[config.mk]
export PLATFORM = sky130hd
export DESIGN_NAME = seg_demod_decide
export DESIGN_NICKNAME = d
export VERILOG_FILES = /design/src/rtl/seg_demod_decide.sv
export SDC_FILE = /design/constraint.sdc
export NUM_CORES = 1
export LEC_CHECK = 0
export ABC_CLOCK_PERIOD_IN_PS = 9390
export CORE_ASPECT_RATIO = 0.5
export CORE_UTILIZATION = 30
export DETAILED_ROUTE_END_ITERATION = 7
export GPL_ROUTABILITY_DRIVEN = 0
export PLACE_DENSITY_LB_ADDON = 0.12
export SYNTH_ARGS = -nofsm -noshare
export SYNTH_HDL_FRONTEND = slang
export SYNTH_SLANG_ARGS = --single-unit
[constraint.sdc]
create_clock -name clk -period 9.39 [get_ports clk]
set_clock_uncertainty 0.15 [all_clocks]
set_input_delay 0.939 -clock clk [delete_from_list [all_inputs] [get_ports clk]]
set_output_delay 0.939 -clock clk [all_outputs]
set_load 0.005 [all_outputs]
[src/rtl/seg_demod_decide.sv]
// seg_demod_decide: recovers the per-segment if/else condition bit.
// Each accepted segment is compared against both reference words; the
// difference of absolute distances is summed over SAMPLES_PER_BIT samples
// and the sign of the sum decides the bit (ties go to the else-branch).
// Pipeline: stage 1 registers the two distances, stage 2 accumulates,
// and the decision register presents the result two edges after the last
// sample of a bit.
//
// Handshake: seg_valid qualifies segment_combine for exactly one edge and
// is always consumed (no ready, no backpressure); bit_valid is a one-cycle
// strobe qualifying bit_out/bit_metric, which then hold until the next one.
module seg_demod_decide #(
    parameter int SEG_W           = 32,
    parameter int SAMPLES_PER_BIT = 8,
    parameter int ACC_W           = 40
) (
    input  logic             clk,
    input  logic             reset,
    input  logic             seg_valid,
    input  logic [SEG_W-1:0] segment_combine,
    input  logic [SEG_W-1:0] ref_if,
    input  logic [SEG_W-1:0] ref_else,
    input  logic             sync_clear,
    output logic             bit_valid,
    output logic             bit_out,
    output logic [ACC_W-1:0] bit_metric,
    output logic             busy,
    output logic             state_dbg
);

    localparam int CNT_W = (SAMPLES_PER_BIT > 1) ? $clog2(SAMPLES_PER_BIT) : 1;
    localparam logic [CNT_W-1:0] CNT_LAST = CNT_W'(SAMPLES_PER_BIT - 1);

    typedef enum logic {
        IDLE  = 1'b0,
        ACCUM = 1'b1
    } state_t;

    state_t state;

    // sample counter and pipeline registers
    logic [CNT_W-1:0] cnt;
    logic [CNT_W-1:0] cnt_next;
    logic             accept;

    logic             s1_valid;
    logic             s1_first;
    logic             s1_last;
    logic [SEG_W:0]   s1_abs_i;
    logic [SEG_W:0]   s1_abs_e;

    logic             s2_valid;
    logic             s2_last;
    logic [ACC_W-1:0] acc;

    // combinational helpers
    logic signed [SEG_W:0]   diff_i;
    logic signed [SEG_W:0]   diff_e;
    logic        [SEG_W:0]   abs_i;
    logic        [SEG_W:0]   abs_e;
    logic signed [SEG_W+1:0] term;
    logic        [ACC_W-1:0] term_ext;
    logic        [ACC_W-1:0] sum;
    logic                    s2_valid_next;
    logic                    busy_next;

    // a sample colliding with sync_clear is dropped
    assign accept    = seg_valid & ~sync_clear;
    assign state_dbg = (state == ACCUM);

    // stage-1 distances, formed one bit wider so the difference cannot wrap
    always_comb begin
        diff_i = $signed({segment_combine[SEG_W-1], segment_combine})
               - $signed({ref_if[SEG_W-1], ref_if});
        diff_e = $signed({segment_combine[SEG_W-1], segment_combine})
               - $signed({ref_else[SEG_W-1], ref_else});
        abs_i  = diff_i[SEG_W] ? (SEG_W+1)'(-diff_i) : (SEG_W+1)'(diff_i);
        abs_e  = diff_e[SEG_W] ? (SEG_W+1)'(-diff_e) : (SEG_W+1)'(diff_e);
    end

    // stage-2 term (positive favours the if-branch) and running sum
    always_comb begin
        term     = $signed({1'b0, s1_abs_e}) - $signed({1'b0, s1_abs_i});
        term_ext = {{(ACC_W-SEG_W-2){term[SEG_W+1]}}, term};
        sum      = s1_first ? term_ext : (acc + term_ext);
    end

    // next counter value and next occupancy, shared by counter and FSM
    always_comb begin
        cnt_next = cnt;
        if (sync_clear) begin
            cnt_next = '0;
        end else if (seg_valid) begin
            cnt_next = (cnt == CNT_LAST) ? '0 : cnt + 1'b1;
        end
        s2_valid_next = s1_valid & ~sync_clear;
        busy_next     = (cnt_next != '0) | accept | s2_valid_next;
    end

    // sample counter and stage-1 capture
    always_ff @(posedge clk or negedge reset) begin
        if (!reset) begin
            cnt      <= '0;
            s1_valid <= 1'b0;
            s1_first <= 1'b0;
            s1_last  <= 1'b0;
            s1_abs_i <= '0;
            s1_abs_e <= '0;
        end else begin
            cnt      <= cnt_next;
            s1_valid <= accept;
            if (accept) begin
                s1_first <= (cnt == '0);
                s1_last  <= (cnt == CNT_LAST);
                s1_abs_i <= abs_i;
                s1_abs_e <= abs_e;
            end
        end
    end

    // stage-2 accumulation; the accumulator reloads on the first sample of a bit
    always_ff @(posedge clk or negedge reset) begin
        if (!reset) begin
            s2_valid <= 1'b0;
            s2_last  <= 1'b0;
            acc      <= '0;
        end else if (sync_clear) begin
            s2_valid <= 1'b0;
            s2_last  <= 1'b0;
            acc      <= '0;
        end else begin
            s2_valid <= s1_valid;
            if (s1_valid) begin
                s2_last <= s1_last;
                acc     <= sum;
            end
        end
    end

    // decision register: a final sum still in stage 2 is lost to sync_clear
    always_ff @(posedge clk or negedge reset) begin
        if (!reset) begin
            bit_valid  <= 1'b0;
            bit_out    <= 1'b0;
            bit_metric <= '0;
        end else begin
            bit_valid <= s2_valid & s2_last & ~sync_clear;
            if (s2_valid && s2_last && !sync_clear) begin
                bit_metric <= acc;
                bit_out    <= ~acc[ACC_W-1] & (|acc);
            end
        end
    end

    // control FSM: ACCUM while a partial bit or an in-flight sample exists
    always_ff @(posedge clk or negedge reset) begin
        if (!reset) begin
            state <= IDLE;
            busy  <= 1'b0;
        end else begin
            case (state)
                IDLE:    state <= busy_next ? ACCUM : IDLE;
                ACCUM:   state <= busy_next ? ACCUM : IDLE;
                default: state <= IDLE;
            endcase
            busy <= busy_next;
        end
    end

endmodule

# Yosys cells after proc, flatten, opt, wreduce, memory -nomap -nowiden

Index checks and enable logic that the tools add are counted.

$add $sub $neg: 7
Equal/unequal tests: 1
Multiplexer cells: 12
Bitwise operators: 9
Reductions and logical operators: 7

Operator list:

| operator                                                      | count |
|---|---|
| 40-bit 2-to-1 mux                                             | 3 |
| 33-bit 2-to-1 mux                                             | 2 |
| 33-bit negator                                                | 2 |
| 32-bit by 32-bit subtractor with 33-bit output                | 2 |
| 40-bit adder                                                  | 1 |
| 40-bit OR reduction                                           | 1 |
| 33-bit by 33-bit subtractor with 34-bit output                | 1 |
| 3-bit 2-to-1 mux                                              | 3 |
| 1-bit bitwise AND                                             | 5 |
| 1-bit 2-to-1 mux                                              | 4 |
| 3-bit by 1-bit adder with 3-bit output, second input constant | 1 |
| 3-bit == test, second input constant                          | 1 |
| 3-bit logical NOT                                             | 1 |
| 3-bit nonzero test                                            | 1 |
| 1-bit logical AND                                             | 2 |
| 1-bit NOT                                                     | 2 |
| 1-bit bitwise OR                                              | 2 |
| 2-bit nonzero test                                            | 1 |
| 1-bit logical NOT                                             | 1 |

Flip-flop bits (word level): 158

# Depth between registers and ports, before layout

Gate-level depths: netlist of run 1.

Word-level depth: 8
Mapped depth: 27
Depth with buffers taken out: 26

# Worst setup path after synthesis of run 1

Ideal clock, no wire load.

Kind: register -> register
Start: register s1_abs_i[10]
End: register acc[39]
Setup time: 72 ps
Arrival time: 5081 ps
Slack: 4087 ps
Stages on the path, launching flop included: 27
Buffers on the path: 1
Period minus slack after synthesis: 5303 ps
Path through: dfrtp_1 -> inv_1 -> ha_1 -> and3_1 -> and2_1 -> a222oi_1 -> a31oi_1 -> a2111oi_0 -> o21ai_0 -> nand2_1 -> a21o_1 -> o221ai_1 -> a21oi_1 -> xnor2_1 -> ha_1 -> clkbuf_1 -> a21o_1 -> a21oi_1 -> nor2b_1 -> o21ai_0 -> nand2b_1 -> a21oi_1 -> o21ai_0 -> or4b_1 -> o221ai_1 -> and4b_1 -> nor2_1

Longest elaborated chain between the ends: 5

RTL lines:

| item                                               | RTL line | RTL |
|---|---|---|
| start, declared                                    | 49       | `logic [SEG_W:0] s1_abs_i;` |
| start signal, assigned                             | 115      | `s1_abs_i <= abs_i;` |
| 33-bit by 33-bit subtractor with 34-bit output (*) | 83       | `term = $signed({1'b0, s1_abs_e}) - $signed({1'b0, s1_abs_i});` |
| 40-bit adder                                       | 85       | `sum = s1_first ? term_ext : (acc + term_ext);` |
| 40-bit 2-to-1 mux (*)                              | 85       |  |
| 40-bit 2-to-1 mux (*)                              | 133      | `if (s1_valid) begin` |
| 40-bit 2-to-1 mux (*)                              | 127      | `end else if (sync_clear) begin` |
| end signal, assigned                               | 135      | `acc <= sum;` |
| end, declared                                      | 54       | `logic [ACC_W-1:0] acc;` |

Every way passes the cells marked *; elsewhere a longest branch is shown, timed or not. The select of a mux whose other input is x is not followed.
A chain may end at the register's enable or synchronous reset.

# Worst setup path after layout of run 1

Ends and elaborated chain as after synthesis.

==> metrics.md, run 1 <==
| Metric | Value |
|---|---|
| Mapped Cells | 2065 |
| # IOs | 144 |
| Critical Path RT | 9.61 ns |
| GRT Util Overall | 18.3% |
| Setup tns final | 0 ns |
| Clock Latency Late Sink | 0.44 ns |
| Synth Cell Area | 0.0156 mm² |
| Count of pins over their slew limit | 0 |
| Most frequent cells in the layout | nand2_1, o21ai_0, a21oi_1, nor2_1, dfrtp_1 |
| Row count | 58 |
| RSZ-0062 raised after global routing | false |
| Pin count of the biggest net entering global routing | 110 |
| Core area | 0.0507 mm² |
| Total power | 0.00468 W |
| Slew margin rel. | 16.1% |
| GR Overflow Total | 0 |
| Via-per-instance ratio | 5.08 |
| WP data arrival | 6.39 ns |
| Worst-margin pin slew | 1.25 ns |
| Num CTS Buffers | 17 |
| Startpoint Class | flip-flop |
| DRC | 0 |
| YS warnings | 0 |
| Sequential area share after synthesis | 25.2% |
| Peak supply drop | 0.172 mV |
| Initial DRC count | 981 |
| ANT nets after route | 0 |
| # hold bufs at CTS | 0 |
| Setup Fix Bufs, Post-CTS | 0 |
| Final min period | 6.18 ns |
| Initial Util | 30.7% |
| Post-Place Cells | 2827 |
| WL final | 47.8 mm |
| Highest net fanout along the worst path | 7 |
| Synth Flop Type | dfrtp_1 |
| TritonCTS clock tree | built |
| CP Capture Type | flip-flop |
| Setup Crit Path Kind | flip-flop to flip-flop |
| Status | finished, final reports clean |
| Nets | 2402 |
| Final setup violation count | 0 |
| Antenna fix cells | 0 |
| Syn avg cell area | 7.54 µm² |
| Post-route setup slack | 3.21 ns |
| I/O Buffers | 143 |
| Clock buffer depth | 2 |
| Post-Layout Cell Count | 2855 |
| Die Ht | 163 µm |
| Yosys reg bits | 157 |
| Fmax | 0.162 GHz |
| Ys async rst share | 100% |
| P per Cell Area | 257 mW/mm² |
| Post-synthesis net count | 2311 |
| First-pass GRT wire length | 77.2 mm |
| MaxCap Viol Count | 0 |
| Post-route cell area | 0.0182 mm² |
| Sink Count | 157 |
| CTS H-Tree Depth | 4 |
| Initial antenna violation count | 0 |
| Worst min path class | flip-flop to flip-flop |
| Post-synth EDFFs | 0 |
| Commonest non-fill, non-tap cell in the layout | nand2_1 |
| Root buffer cell | clkbuf_16 |
| LEAKAGE | 8.25 nW |
| Synth-to-Final Area Change | 16.9% |
| Post-DP Area | 0.0176 mm² |
| Via count | 14500 |
| Final worst path period share | 65.8% |
| Drt wl/cell | 16.7 µm |
| Chip width | 324 µm |
| Pre-CTS setup slack | 3.37 ns |
| Number of global-route vias before repair | 13700 |
| Final HPWL DP | 38.4 mm |
| Hold Fails Final Rpt | 0 |
| CTS resizes | 0 |
| Clk pin slew, worst setup/hold paths | 0.06 ns |
| Die area | 0.0528 mm² |
| Detailed Routing Iterations Pass 1 | 7 |
| Layout cells sized above 1 | 3.51% |
| Library cells used by synthesis | 87 |
cells by family (layout without fill, tap and decap cells):
| group | count (synthesis) | count (layout) | synth area share [%] |
|---|---|---|---|
| adder cells (fa/ha/maj) | 146 | 146 | 11.9 |
| XOR/XNOR | 156 | 156 | 8.78 |
| AO/OA/AOI/OAI | 620 | 620 | 25.3 |
| multiplexers | 12 | 12 | 0.788 |
| buffers and inverters | 231 | 331 | 5.72 |
| flip-flops | 157 | 157 | 25.2 |
| AND/OR/NAND/NOR | 743 | 743 | 22.2 |
worst paths after layout:
| path | from | end | slack (ns) | depth (start not counted) |
|---|---|---|---|---|
| setup / recovery | s1_abs_i[10] | acc[39] | 3.21 | 25 |
| hold / removal | bit_metric[8] | bit_metric[8] | 0.32 | 2 |
| setup reg to reg | s1_abs_i[10] | acc[39] | 3.21 | 25 |
| hold reg to reg | bit_metric[8] | bit_metric[8] | 0.32 | 2 |
| max in group asynchronous | reset | bit_metric[12] | 7.27 | 2 |
| min in group asynchronous | reset | s1_valid | 0.38 | 1 |
final cells by class:
class / instances / area, µm²
clock buffers: 21 / 480
clock inverters: 7 / 90.1
well taps: 690 / 863
flip-flops and latches: 157 / 3930
multi-input cells: 1677 / 10800
inverters: 150 / 563
repair buffers: 153 / 1510
fillers: 5431 / 32500
per-layer routing:
metal  vias to the layer above  part of all wire [%]  track usage (%)
met2                       237                    40             26.0
met1                      6710                    56             29.6
met4                         0                  0.51             2.47
met3                        15                   3.4             1.92
li1                       7531                     -                -
met5                         -                     0                0
stage by stage:
stage	hold WS (ns)	utilization, %
finish	0.321	35.9
global placement	0.308	34.7
detailed placement	0.313	34.7
CTS	0.328	35.9
global route	0.349	35.9
floorplan	0.296	-
power by group:
group	leakage, nW	switching (W)	internal, W
clock network	0.279	0.000288	0.000412
registers	2.05	0.000115	0.000795
logic	5.91	0.00185	0.00123
state kept, by name, indices dropped and copies added (netlist names):
name	flops
s2_last	1
bit_metric	40
busy	1
s1_abs_e	33
s1_valid	1
cnt	3
bit_valid	1
s1_last	1
s1_first	1
s1_abs_i	33
s2_valid	1
bit_out	1
acc	40
synthesized netlist by cell type (40+ instances only):
cell type | count | area (µm²)
nand3_1 | 45 | 225
dfrtp_1 | 157 | 3930
a21o_1 | 41 | 308
xor2_1 | 70 | 613
o21ai_0 | 164 | 821
nor3_1 | 40 | 200
inv_1 | 150 | 563
a21oi_1 | 159 | 796
xnor2_1 | 86 | 753
nand2_1 | 325 | 1220
clkbuf_1 | 68 | 255
nor2_1 | 157 | 589
ha_1 | 142 | 1780
worst max-delay path, cell delays in order (launching register included):
cell and delay [ns]:
dfrtp_1 0.34, inv_1 0.06, ha_1 0.36, and3_1 0.24, and2_1 0.19, a222oi_1 0.41, a31oi_1 0.25, a2111oi_0 0.73
o21ai_0 0.27, nand2_1 0.12, a21o_1 0.17, o221ai_1 0.19, a21oi_1 0.21, xnor2_1 0.17, ha_1 0.35, a21o_1 0.22
a21oi_1 0.14, nor2b_1 0.06, o21ai_0 0.13, nand2b_1 0.07, a21oi_1 0.14, o21ai_0 0.17, or4b_1 0.50, o221ai_1 0.19
and4b_1 0.21, nor2_1 0.07
Note: power is estimated with default switching activity, not from simulation.
==> run 2, diff against run 1 <==
--- a/config.mk
+++ b/config.mk
@@ -5,7 +5,7 @@
 export SDC_FILE = /design/constraint.sdc
 export NUM_CORES = 1
 export LEC_CHECK = 0
-export ABC_CLOCK_PERIOD_IN_PS = 9390
+export ABC_CLOCK_PERIOD_IN_PS = 6200
 export CORE_ASPECT_RATIO = 0.5
 export CORE_UTILIZATION = 30
 export DETAILED_ROUTE_END_ITERATION = 7
==> constraint.sdc (replaced) <==
create_clock -name clk -period 6.2 [get_ports clk]
set_clock_uncertainty 0.15 [all_clocks]
set_input_delay 0.62 -clock clk [delete_from_list [all_inputs] [get_ports clk]]
set_output_delay 0.62 -clock clk [all_outputs]
set_load 0.005 [all_outputs]
==> run 2 against run 1 <==
Net effect: critical path depth increased by 1; utilization rose by 0.22 points; cell count rose by 0.35%; register-to-register slack lost 2.8 ns; routed wire length decreased by 0.73%; via count increased by 0.11%; power is 53% higher; clock power rose by 60%; setup slack got worse by 2.8 ns; critical endpoint unchanged; highest routed layer unchanged.
==> metrics.md, run 2 (same netlist as run 1, synthesis figures left out) <==
| Metric | Value |
|---|---|
| TritonCTS clock tree | built |
| LEAKAGE | 8.30 nW (+0.64%) |
| Pin count of the biggest net entering global routing | 104 (-5.5%) |
| Antenna fix cells | 0 (unchanged) |
| Drt wl/cell | 16.6 µm (-1.1%) |
| I/O Buffers | 143 (unchanged) |
| Initial DRC count | 928 (-5.4%) |
| Critical Path Max Stage Delay | 0.52 ns (-0.21 ns) |
| Clock buffer depth | 2 (unchanged) |
| Worst Hold Depth | 2 (unchanged) |
| GRT Util Overall | 18.2% (-0.18 points) |
| Highest net fanout along the worst path | 7 (unchanged) |
| Via-per-instance ratio | 5.06 (-0.24%) |
| Via count | 14500 (+0.11%) |
| WL final | 47.5 mm (-0.73%) |
| MaxCap Viol Count | 0 (unchanged) |
| Total power | 0.00715 W (+53%) |
| Nets | 2408 (+0.25%) |
| Worst min path class | flip-flop to flip-flop |
| Initial antenna violation count | 0 (unchanged) |
| # IOs | 144 (unchanged) |
| Hold slack | 0.322 ns (+0.00107 ns) |
| Final min period | 5.75 ns (-0.430 ns) |
| Initial Util | 30.7% (unchanged) |
| Worst-margin pin slew | 0.943 ns (-0.307 ns) |
| Startpoint Class | flip-flop |
| Largest regs | acc (40), bit_metric (40) |
| Critical Path RT | 6.42 ns (-3.19 ns) |
| Instance count on the critical path | 26 (+4.0%) |
| GR Overflow Total | 0 (unchanged) |
| WP data arrival | 5.96 ns (-0.43 ns) |
| CP Capture Type | flip-flop |
| Chip width | 324 µm (unchanged) |
| Layout cells sized above 1 | 3.86% (+0.35 points) |
| Hold Fails Final Rpt | 0 (unchanged) |
| Setup tns final | 0 ns (unchanged) |
| WP buf/inv | 1 (unchanged) |
| P per Cell Area | 391 mW/mm² (+52%) |
| Num CTS Buffers | 17 (unchanged) |
| Setup Crit Path Kind | flip-flop to flip-flop |
| Final HPWL DP | 38.7 mm (+0.68%) |
| Final setup violation count | 0 (unchanged) |
| Peak supply drop | 0.234 mV (+36%) |
| CTS H-Tree Depth | 4 (unchanged) |
| Row count | 58 (unchanged) |
| Die area | 0.0528 mm² (unchanged) |
| Die Ht | 163 µm (unchanged) |
| Crit-path slowest cell | or4b_1 |
| Final worst path period share | 92.7% (+27 points) |
| Most frequent cells in the layout | nand2_1, o21ai_0, a21oi_1, nor2_1, dfrtp_1 |
| Count of pins over their slew limit | 0 (unchanged) |
| Number of global-route vias before repair | 13700 (+0.40%) |
| Sink Count | 157 (unchanged) |
| Delay-heaviest family, CP | compound AO/OA/AOI/OAI gates |
| Detailed Routing Iterations Pass 1 | 7 (unchanged) |
| DRC | 0 (unchanged) |
| Fmax | 0.174 GHz (+7.5%) |
| First-pass GRT wire length | 76.6 mm (-0.81%) |
| Status | finished, final reports clean |
| Clock Latency Late Sink | 0.44 ns (about the same) |
| Commonest non-fill, non-tap cell in the layout | nand2_1 |
| Core area | 0.0507 mm² (unchanged) |
| Synth-to-Final Area Change | 17.6% |
| Clk pin slew, worst setup/hold paths | 0.06 ns (about the same) |
| Slew margin rel. | 36.3% (+20 points) |
| Fillers | 5435 (+0.074%) |
| ANT nets after route | 0 (unchanged) |
| Root buffer cell | clkbuf_16 |
| RSZ-0062 raised after global routing | false |
| FF-to-FF path depth | 26 (+4.0%) |
run 2: cell types whose count changed in the layout (fill, tap and decap cells not counted):
cell           delta
buf_4             +5
clkbuf_1          +3
clkinv_2          -2
inv_6             +2
a2111oi_0         -1
a2111oi_2         +1
a31oi_1           -1
a31oi_2           +1
bufinv_16         +1
clkinv_4          +1
clkinvlp_4        -1
dlygate4sd3_1     +1
run 2: final timing paths:
kind,startpoint,endpoint,slack [ns]
hold reg to reg,bit_metric[21],bit_metric[21],0.32
min in group asynchronous,reset,s1_abs_i[3],0.47
max in group asynchronous,reset,acc[27],4.26
hold / removal,bit_metric[21],bit_metric[21],0.32
setup / recovery,s1_abs_e[0],acc[39],0.45
setup reg to reg,s1_abs_e[0],acc[39],0.45
run 2: area by class of cell:
cell class | instances | area (µm²) | area share, %
inverter | 150 | 563 | 3.08
sequential | 157 | 3930 | 21.5
tap | 690 | 863 | 4.72
timing repair buffer | 159 | 1560 | 8.50
clock inverter | 8 | 129 | 0.704
multi-input combinational | 1677 | 10800 | 58.8
clock buffer | 24 | 492 | 2.69
run 2: through the flow:
stage | cell area [µm²] | utilization, % | instances | worst slack, ns
final | 18300 | 36.1 | 2865 | 0.454
after CTS | 18300 | 36.0 | 2864 | 0.172
after detailed placement | 17700 | 34.8 | 2831 | 0.195
after global routing | 18300 | 36.1 | 2865 | 0.00291
after global placement | 17700 | 34.8 | 2831 | 0.333
after floorplan | 15600 | - | 2065 | 0.897
run 2: repair_timing:
action	CTS	global route
setup endpoints to repair	0	1
endpoints found under the hold margin	32	0
hold buffers	1	0
gates resized for setup	0	3
setup buffers	0	1
run 2: worst min-delay path: stages, from the launching register on:
cell and delay (ns):
dfrtp_1 0.34, nand2_1 0.05, nand2_1 0.05
run 2: power by group:
group | switching, W | leakage, nW | internal, W
registers | 0.000178 | 2.05 | 0.00120
clock network | 0.000436 | 0.301 | 0.000680
logic | 0.00278 | 5.94 | 0.00187
total | 0.00339 | 8.30 | 0.00376
run 2: routing by layer:
metal | wire length [µm] | up-vias | track usage, %
met3 | 1430 | 25 | 1.90
li1 | - | 7557 | -
met4 | 346 | 0 | 2.79
met2 | 19000 | 264 | 26.0
met5 | 0 | - | 0
met1 | 26700 | 6663 | 29.0
